### src/rtl/core_pipe_ctrl.sv
// Pipeline sequencing controller: load-use stalls, bus-wait holds and jump flushes for IF/ID/EX.
// Optional performance counters are built when CORE_PIPE_PERF_EN is defined.
module core_pipe_ctrl #(
    parameter int FLUSH_CYCLES = 2,
    parameter int PERF_W       = 32
) (
    input  logic              clk,
    input  logic              rst,
    input  logic [4:0]        id_rs1,
    input  logic [4:0]        id_rs2,
    input  logic              id_rs1_used,
    input  logic              id_rs2_used,
    input  logic [4:0]        ex_rd,
    input  logic              ex_reg_we,
    input  logic              ex_is_load,
    input  logic              ex_jump_req,
    input  logic [31:0]       ex_jump_addr,
    input  logic              bus_hold_req,
    output logic              pc_hold,
    output logic              if_id_hold,
    output logic              if_id_flush,
    output logic              id_ex_flush,
    output logic              jump_flag,
    output logic [31:0]       jump_addr_out,
    output logic [PERF_W-1:0] stall_cnt,
    output logic [PERF_W-1:0] flush_cnt
);

    typedef enum logic [1:0] {
        ST_RUN      = 2'd0,
        ST_LU_STALL = 2'd1,
        ST_FLUSH    = 2'd2,
        ST_HOLD     = 2'd3
    } state_t;

    // The jump cycle itself is the first flush cycle, so FLUSH needs FLUSH_CYCLES-1 more.
    localparam bit         MULTI_FLUSH = (FLUSH_CYCLES > 1);
    localparam logic [3:0] FCNT_INIT   = MULTI_FLUSH ? 4'(FLUSH_CYCLES - 2) : 4'd0;

    state_t     r_state;
    state_t     w_state_nxt;
    logic [3:0] r_fcnt;
    logic [3:0] w_fcnt_nxt;
    logic       w_hz;

    logic       w_pc_hold;
    logic       w_if_id_hold;
    logic       w_if_id_flush;
    logic       w_id_ex_flush;
    logic       w_jump_flag;

    assign w_hz = ex_is_load & ex_reg_we & (ex_rd != 5'd0) &
                  ((id_rs1_used & (id_rs1 == ex_rd)) | (id_rs2_used & (id_rs2 == ex_rd)));

    always_ff @(posedge clk or posedge rst) begin
        if (rst) begin
            r_state <= ST_RUN;
            r_fcnt  <= 4'd0;
        end else begin
            r_state <= w_state_nxt;
            r_fcnt  <= w_fcnt_nxt;
        end
    end

    always_comb begin
        w_state_nxt = r_state;
        w_fcnt_nxt  = r_fcnt;
        case (r_state)
            ST_RUN: begin
                if (ex_jump_req) begin
                    if (MULTI_FLUSH) begin
                        w_state_nxt = ST_FLUSH;
                        w_fcnt_nxt  = FCNT_INIT;
                    end
                end else if (bus_hold_req) begin
                    w_state_nxt = ST_HOLD;
                end else if (w_hz) begin
                    w_state_nxt = ST_LU_STALL;
                end
            end
            ST_LU_STALL: w_state_nxt = ST_RUN;
            ST_FLUSH: begin
                if (r_fcnt == 4'd0) begin
                    w_state_nxt = ST_RUN;
                end else begin
                    w_fcnt_nxt = r_fcnt - 4'd1;
                end
            end
            ST_HOLD: begin
                if (!bus_hold_req) begin
                    w_state_nxt = ST_RUN;
                end
            end
            default: begin
                w_state_nxt = ST_RUN;
                w_fcnt_nxt  = 4'd0;
            end
        endcase
    end

    always_comb begin
        w_pc_hold     = 1'b0;
        w_if_id_hold  = 1'b0;
        w_if_id_flush = 1'b0;
        w_id_ex_flush = 1'b0;
        w_jump_flag   = 1'b0;
        case (r_state)
            ST_RUN: begin
                if (ex_jump_req) begin
                    w_jump_flag   = 1'b1;
                    w_if_id_flush = 1'b1;
                    w_id_ex_flush = 1'b1;
                end else if (bus_hold_req || w_hz) begin
                    w_pc_hold     = 1'b1;
                    w_if_id_hold  = 1'b1;
                    w_id_ex_flush = 1'b1;
                end
            end
            ST_FLUSH: begin
                w_if_id_flush = 1'b1;
                w_id_ex_flush = 1'b1;
            end
            ST_HOLD: begin
                if (bus_hold_req) begin
                    w_pc_hold     = 1'b1;
                    w_if_id_hold  = 1'b1;
                    w_id_ex_flush = 1'b1;
                end
            end
            default: ;
        endcase
    end

    // Reset forces every strobe low immediately, independent of the clock.
    assign pc_hold       = w_pc_hold     & ~rst;
    assign if_id_hold    = w_if_id_hold  & ~rst;
    assign if_id_flush   = w_if_id_flush & ~rst;
    assign id_ex_flush   = w_id_ex_flush & ~rst;
    assign jump_flag     = w_jump_flag   & ~rst;
    assign jump_addr_out = jump_flag ? ex_jump_addr : 32'd0;

`ifdef CORE_PIPE_PERF_EN
    function automatic logic [PERF_W-1:0] sat_inc(input logic [PERF_W-1:0] val);
        return (&val) ? val : val + 1'b1;
    endfunction

    logic [PERF_W-1:0] r_stall_cnt;
    logic [PERF_W-1:0] r_flush_cnt;

    always_ff @(posedge clk or posedge rst) begin
        if (rst) begin
            r_stall_cnt <= '0;
            r_flush_cnt <= '0;
        end else begin
            if (pc_hold) begin
                r_stall_cnt <= sat_inc(r_stall_cnt);
            end
            if (jump_flag) begin
                r_flush_cnt <= sat_inc(r_flush_cnt);
            end
        end
    end

    assign stall_cnt = r_stall_cnt;
    assign flush_cnt = r_flush_cnt;
`else
    assign stall_cnt = '0;
    assign flush_cnt = '0;
`endif

endmodule

### config.mk
export PLATFORM = sky130hd
export DESIGN_NAME = core_pipe_ctrl
export DESIGN_NICKNAME = d
export VERILOG_FILES = /design/src/rtl/core_pipe_ctrl.sv
export SDC_FILE = /design/constraint.sdc
export NUM_CORES = 1
export LEC_CHECK = 0
export ABC_AREA = 1
export CORE_MARGIN = 2
export CORE_UTILIZATION = 40
export DETAILED_ROUTE_END_ITERATION = 10
export DONT_BUFFER_PORTS = 1
export PLACE_DENSITY = 0.63
export SLEW_MARGIN = 20
export SYNTH_ARGS = -nofsm -noshare
export SYNTH_HDL_FRONTEND = slang
export SYNTH_SLANG_ARGS = --single-unit
export TNS_END_PERCENT = 100
### constraint.sdc
create_clock -name clk -period 1.33 [get_ports clk]
set_input_delay 0.0665 -clock clk [delete_from_list [all_inputs] [get_ports clk]]
set_output_delay 0.0665 -clock clk [all_outputs]
set_load 0.01 [all_outputs]
# [Yosys cells after proc, flatten, opt, wreduce, memory -nomap -nowiden]
# Index checks and enable logic that the tools add are counted.
# Widths: inputs -> output; s select.
[totals] regBits=6 latchBits=0 ram_bits=0 mem_bits_ro=0 input_bits=55 n_memories=0
[classes] n_addsub=1 mul=0 n_div=0 order_cmp=0 n_eq_ne=10 shift=0 muxes=19 bitwise_logic=11 reduce_logical=7
[ops] op="$mux 32" n=1
[ops] op="$eq 5x5->1" n=2
[ops] op="$mux 2" n=5
[ops] op="$and 1x1->1" n=9
[ops] op="$mux 4" n=2
[ops] op="$ne 2x2->1 const B" n=4
[ops] op="$pmux 2 s4" n=1
[ops] op="$pmux 4 s2" n=1
[ops] op="$mux 1" n=6
[ops] op="$reduce_and 3->1" n=2
[ops] op="$reduce_bool 5->1" n=1
[ops] op="$eq 2x2->1 const B" n=2
[ops] op="$logic_not 4->1" n=1
[ops] op="$ne 4x4->1 const B" n=1
[ops] op="$pmux 1 s2" n=2
[ops] op="$sub 4x1->4 const B" n=1
[ops] op="$pmux 1 s3" n=1
[ops] op="$eq 2x1->1 const B" n=1
[ops] op="$logic_not 2->1" n=1
[ops] op="$reduce_bool 2->1" n=1
[ops] op="$logic_or 1x1->1" n=1
[ops] op="$not 1->1" n=1
[ops] op="$or 1x1->1" n=1

# [Longest topological paths before layout]
# Gate-level depths: netlist of the first run.
[logic_depth] ltp_word=9 ltp_mapped=11 mapped_depth_nobuf=11

# [Worst setup path after synthesis of the first run]
# Ideal clock, no wire load.
[synth_timing] path_type="reg-to-output" from="register r_state[0]" to="output port jump_addr_out[10]" t_arrival_ns=1.350 required_ns=1.263 path_slack_ns=-0.087 stages_incl_launch_ff=8 n_path_buf=1 cell_sequence="dfrtp_1 inv_1 ha_1 nand2_1 nor2_2 inv_2 buf_2 nor2_1"
[synth_between] elab_chain_len=4
[synth_rtl] element="from (decl)" line_no="40" text="state_t r_state;"
[synth_rtl] element="from (signal assigned)" line_no="60" text="r_state <= w_state_nxt;"
[synth_rtl] element="$logic_not 2->1" line_no="107" text="case (r_state)"
[synth_rtl] element="$mux 1" line_no="107"
[synth_rtl] element="$and 1x1->1" line_no="139" text="assign jump_flag = w_jump_flag & ~rst;"
[synth_rtl] element="via jump_flag" line_no="23" text="output logic jump_flag,"
[synth_rtl] element="$mux 32" line_no="140" text="assign jump_addr_out = jump_flag ? ex_jump_addr : 32'd0;"
[synth_rtl] element="to (decl)" line_no="24" text="output logic [31:0] jump_addr_out,"
# The timed path passes the listed nets, and every way through them passes these cells.

# [Final worst setup path of the first run]
[layout_timing] from="register r_state[1]" to="output port id_ex_flush"
[layout_between] elab_chain_len=3 word_cells_on_any_way=5 classes_between="2 x eq/ne; 1 x mux; 1 x bitwise; 1 x reduce/logical"
[layout_rtl] element="$eq 2x2->1 or $logic_not 2->1 (tied branches)" line_no="107"
[layout_rtl] element="$pmux 1 s3 (*)" line_no="107"
[layout_rtl] element="$and 1x1->1 (*)" line_no="138" text="assign id_ex_flush = w_id_ex_flush & ~rst;"
[layout_rtl] element="to (decl)" line_no="22" text="output logic id_ex_flush,"
# Every way passes the cells marked *; elsewhere a longest branch is shown, timed or not.

==> results.md, run 1 <==
- Status: complete, but fails checks
- Violated checks: setup timing
- Ys async rst share: 100%
- Post-route cell area: 1880 um2
- Final WS setup: -0.215 ns
- Row cnt: 21
- Area of the multi-input gates: 1160 um2
- Hold path depth: 4
- Clk buf depth: 2
- Storage cell area: 150 um2
- Post-DP HPWL: 2440 um
- Count leader, synth: buf_4
- F_max: 647 MHz
- Share of the synthesized area in the top cell type: 33.7%
- Buf/Inv on CP: 2
- Pwr per Cell Area: 1470 nW/um2
- Die X: 64.2 um
- Crit-path leading delay family: simple AND/OR/NAND/NOR gates
- Pre-Repair DR Iteration Count: 3
- Crit Path Max Fanout: 3
- Via/cell ratio: 3.92
- Synthesized cell area: 1450 um2
- Die ar.: 4120 um2
- IO Pins: 156
- Critical Path RT: 1.26 ns
- CP max stage delay: 0.40 ns
- Final setup vio count: 41
- CTS H-tree depth: 1
- 1st-iter DRT viols: 18
- Minimum clock period: 1.54 ns
- TritonCTS Buffers: 3
- Clk_lat worst skew: 0.24 ns
- Clk_skew: 0.000479 ns
- Number of synthesized flops with an enable pin: 0
- CTS Sinks: 6
- Vias in the first global route: 1172
- Netlist cell types: 21
- Lkg Pwr: 0.00107 uW
- Synth top area cells: buf_4, inv_1, nand2_1, nor2_1, dfrtp_1
- GPL Wtd Cong: 0.787
- Yosys reg bits: 6
- ANT cells: 0
- Slowest-stage cell, CP: dfrtp_1
- Synth top cells by count: buf_4, inv_1, nand2_1, nor2_1, inv_2
- DP Area: 1380 um2
- Antenna violations before repair: 0
- Core Box Area: 3420 um2
- Fill cells: 339
- Via count: 1278
- Final Cycle Share: 116%
- Crit-path cells: buf_4 > ha_1 > nand2_2 > inv_2 > nor3_2 > nand2_1 > nand2_1 > nor2_2
- Remaining antenna violation count: 0
- Final hold violation count: 0
- Simple-gate area share of the yosys netlist: 31.3%
- GR Util All Layers: 14.0%
- Pin count of the biggest net entering global routing: 17
- Gr ovfl total: 0
- RSZ-0062 raised after global routing: true
- Largest family of logic cells by synthesized area: buffers and inverters
- Layout cells sized above 1: 36.4%
- WS Path Type: flop to primary output
- CTS Root Cell: clkbuf_4
- Mapped Cells: 256
- Most used cell, CP: nand2_1
- Worst r2r path cells: 9
- Post-Synth XOR/XNOR Area: 0.605%
- TritonCTS clock tree: built
- Critical Path Stages: 8
- Peak VDD IR: 1.07 mV
- DRC violation count after routing: 0
- CTS clock-pin slew for the worst setup and hold paths: 0.04 ns
- Primary FF master, synth: dfrtp_1
- Final Max Slew Viols: 0
- Syn-to-layout area delta: 29.8%
- Sequential area share after synthesis: 10.4%
- First-pass GRT wire length: 4760 um
- CP Launch Type: flop
- Post-synthesis mux area share: 0%
- Total routed wirelength: 3310 um
- Avg Inst Size Synth: 5.65 um2
- Yosys warns: 0
- Critical Path AT: 1.48 ns
- Nets: 342
- Post-DR wirelength/cell: 10.1 um
- Max-Cap Viols: 0
- Adder-cell share of the synthesized area: 4.32%
- Hold Crit Class: input pin to flop
- Die Y: 64.2 um
- Compound-Gate Fraction of Synth Area: 2.85%
- IO buf count: 0
- Starting Density: 42.4%
- Cell taking the most area after synthesis: buf_4
- Final Util: 55.0%
- CP Capture Type: primary output
==> routing by layer <==
| metal | track usage [%] | vias to the layer above | part of all wire, % |
|---|---|---|---|
| met5 | 0 | - | 0 |
| met4 | 3.19 | 0 | 0.21 |
| met3 | 2.64 | 2 | 8.2 |
| met2 | 29.4 | 71 | 59 |
| met1 | 13.8 | 556 | 33 |
| li1 | - | 649 | - |
==> flip-flops by register name, summed over array words and instances, names as in the netlist <==
name     count
r_state      2
r_fcnt       4
==> logic make-up (layout without fill, tap and decap cells) <==
family	Yosys count	after routing
buf+inv	128	89
simple gates	108	108
compound gates	7	7
flops	6	6
fa+ha+maj	5	5
other cells	1	64
xor+xnor	1	1
==> power breakdown <==
part           internal [uW]  switching, uW
logic                   1020           1260
clock network            101           57.2
registers                272           55.4
==> layout make-up <==
type | count | share of cell area (%)
Tap cell | 46 | 3.06
Timing Repair inverter | 2 | 1.66
Timing Repair Buffer | 24 | 11.6
Clock buffer | 3 | 1.20
Multi-Input combinational cell | 185 | 61.5
Inverter | 60 | 13.0
Sequential cell | 6 | 7.99
==> layout by cell type (no fill, tap or decap), drive strengths merged <==
master / n
o21ai: 2
o21a: 1
dlygate4sd3: 1
a21oi: 4
ha: 5
xor2: 1
dfrtp: 6
clkbuf: 3
nor2: 48
nand4: 1
conb: 64
nor3: 1
nand3: 9
nand2: 48
buf: 23
or2: 1
inv: 62
==> through the flow <==
| step | setup WS (ns) | hold WS (ns) | std cells | power [uW] | TNS, ns |
|---|---|---|---|---|---|
| floorplan | -0.0415 | -0.134 | 319 | 1470 | -1.13 |
| global placement | -0.108 | -0.103 | 311 | 1770 | -2.25 |
| detailed placement | -0.132 | -0.107 | 311 | 1770 | -3.40 |
| CTS | -0.189 | 0.121 | 323 | 2450 | -6.64 |
| global route | -0.285 | 0.154 | 326 | 3010 | -10.22 |
| finish | -0.215 | 0.144 | 326 | 2770 | -6.95 |
==> timing repair <==
item,CTS,global route
resized for setup,81,18
setup endpoints to repair,42,43
hold buffers,1,0
cloned,2,0
buffers inserted,6,4
endpoints found under the hold margin,6,0
pin swaps,7,7
==> worst paths after layout <==
check,startpoint,endpoint,slack [ns]
setup / recovery,r_state[1]$_DFFE_PP0P_,id_ex_flush,-0.21
hold / removal,bus_hold_req,r_state[0]$_DFFE_PP0P_,0.14
setup reg to reg,r_state[0]$_DFFE_PP0P_,r_fcnt[3]$_DFFE_PP0P_,-0.14
hold reg to reg,r_fcnt[1]$_DFFE_PP0P_,r_fcnt[1]$_DFFE_PP0P_,0.52
max in group asynchronous,rst,r_fcnt[0]$_DFFE_PP0P_,0.95
min in group asynchronous,rst,r_fcnt[2]$_DFFE_PP0P_,0.18
==> tightest hold or removal path: cells and delay by family <==
| kind | cells | cell delay (ns) |
|---|---|---|
| buf+inv | 1 | 0.05 |
| simple gates | 3 | 0.24 |
(Power assumes the default switching activity.)
==> run 2, diff against run 1 <==
- PLACE_DENSITY: 0.63 -> 0.61
- clock period: 1.33 -> 1.8 ns (I/O delays scaled with it)
==> results.md, run 2 (same netlist as run 1, synthesis figures left out) <==
- Crit Path Max Fanout: 32 (+29)
- Vias in the first global route: 971 (-17%)
- CTS Root Cell: clkbuf_4
- Final hold violation count: 0 (unchanged)
- Peak VDD IR: 0.760 mV (-29%)
- Minimum clock period: 1.66 ns
- DRC violation count after routing: 0 (unchanged)
- Remaining antenna violation count: 0 (unchanged)
- Die ar.: 4120 um2 (unchanged)
- ANT cells: 0 (unchanged)
- Most common cell after layout, fill and taps aside: conb_1
- CP Capture Type: primary output
- Metal3 WL: 244 um (-10%)
- Total routed wirelength: 2710 um (-18%)
- Syn-to-layout area delta: -2.33%
- Post-DR wirelength/cell: 8.93 um (-12%)
- Die Y: 64.2 um (unchanged)
- Worst hold slack: 0.141 ns (-0.00365 ns)
- Final setup vio count: 0 (-100%)
- Antenna violations before repair: 0 (unchanged)
- CTS Sinks: 6 (unchanged)
- Max reg flops: 4 (unchanged)
- Lkg Pwr: 0.000923 uW (-14%)
- Final Max Slew Viols: 0 (unchanged)
- F_max: 604 MHz
- Post-DP HPWL: 2380 um (-2.3%)
- Row cnt: 21 (unchanged)
- Clk_skew: 0.000701 ns (+0.000222 ns)
- Via/cell ratio: 3.85 (-1.7%)
- GPL Wtd Cong: 0.782 (-0.66%)
- Starting Density: 42.4% (unchanged)
- Metal-1 WL: 950 um (-12%)
- Area of the multi-input gates: 921 um2 (-20%)
- Via count: 1168 (-8.6%)
- TritonCTS clock tree: built
- Clk_lat worst skew: 0.24 ns (about the same)
- Critical Path AT: 1.57 ns (+0.09 ns)
- Gr ovfl total: 0 (unchanged)
- Critical Path RT: 1.71 ns (+0.45 ns)
- Fill cells: 370 (+9.1%)
- Pwr per Cell Area: 871 nW/um2 (-41%)
- First-pass GRT wire length: 3800 um (-20%)
- CP Launch Type: flop
- Clk buf depth: 2 (unchanged)
- Pre-Repair DR Iteration Count: 4 (+1)
- Biggest regs: r_fcnt (4), r_state (2)
- Inst Count DP: 299 (-3.9%)
- Die X: 64.2 um (unchanged)
- Hold Crit Class: input pin to flop
- 1st-iter DRT viols: 21 (+3)
- Final Cycle Share: 92.0%
- Storage cell area: 150 um2 (unchanged)
- CTS clock-pin slew for the worst setup and hold paths: 0.04 ns (about the same)
- GR Util All Layers: 11.2% (-2.8 points)
- Layout cells sized above 1: 23.7% (-13 points)
- Nets: 319 (-6.7%)
- IO Pins: 156 (unchanged)
- RSZ-0062 raised after global routing: false
- Most frequent cells in the layout: conb_1, inv_1, nand2_1
- CTS H-tree depth: 1 (unchanged)
- TritonCTS Buffers: 3 (unchanged)
- IO buf count: 0 (unchanged)
- Final Non-Filler Cells: 303 (-7.1%)
- Core Box Area: 3420 um2 (unchanged)
- Routed met2 length: 1510 um (-23%)
- Most flops, register: r_fcnt
- Max-Cap Viols: 0 (unchanged)
- Top sig layer: met3
- Pin count of the biggest net entering global routing: 33 (+16)
- Setup TNS: 0 ns (+6.95 ns)
- Status: completed
- WS Path Type: flop to primary output
## run 2: cell count changes in the layout (fill, tap and decap cells not counted), sizes merged
cell	before	now
buf	23	2
inv	62	60
## run 2: where the power goes
part           total (uW)  internal (uW)  switching, uW
Sequential            241            201           40.4
Clock                 117           75.0           41.8
Combinational         873            281            592
Total                1230            556            674
## run 2: routing by layer
metal | global-route usage (%) | up-vias
met5 | 0 | -
met4 | 4.79 | 0
met3 | 2.82 | 0
met2 | 23.4 | 73
met1 | 9.82 | 489
li1 | - | 606
## run 2: metrics by stage
step	setup slack (ns)	instance area [um2]	power [uW]	utilization, %
after global placement	0.314	1270	1050	37.1
after global routing	0.0131	1410	1380	41.4
final	0.143	1410	1230	41.4
after detailed placement	0.284	1270	1050	37.1
after CTS	0.0402	1300	1180	38.0
after floorplan	0.360	1680	1020	-
## run 2: final cells by class
class                   instances  area share, %
flip-flops and latches          6           10.6
multi-input cells             185           65.1
well taps                      46           4.07
inverters                      60           15.9
clock buffers                   3           1.59
repair buffers                  3           2.65
## run 2: timing repair
item / 4_1_cts / 5_1_grt
hold buffers: 1 / 0
endpoints found under the setup margin: 0 / 32
setup buffers: 0 / 0
hold endpoints to repair: 6 / 0
resized for setup: 0 / 40
## run 2: critical path: stages (launching register included)
cell and delay, ns:
dfrtp_1 0.40, inv_1 0.10, ha_2 0.21, nand2_2 0.09, nor2_2 0.12, inv_2 0.05
buf_12 0.18, nor2_2 0.17
## run 2: worst paths after layout
check	from	end	slack, ns	depth (start not counted)
max	r_state[0]$_DFFE_PP0P_	jump_addr_out[28]	0.14	7
min	bus_hold_req	r_state[1]$_DFFE_PP0P_	0.14	4
max reg2reg	r_state[0]$_DFFE_PP0P_	r_fcnt[3]$_DFFE_PP0P_	0.32	9
min reg2reg	r_fcnt[0]$_DFFE_PP0P_	r_fcnt[0]$_DFFE_PP0P_	0.48	1
max in group asynchronous	rst	r_state[0]$_DFFE_PP0P_	1.40	2
min in group asynchronous	rst	r_fcnt[2]$_DFFE_PP0P_	0.21	2
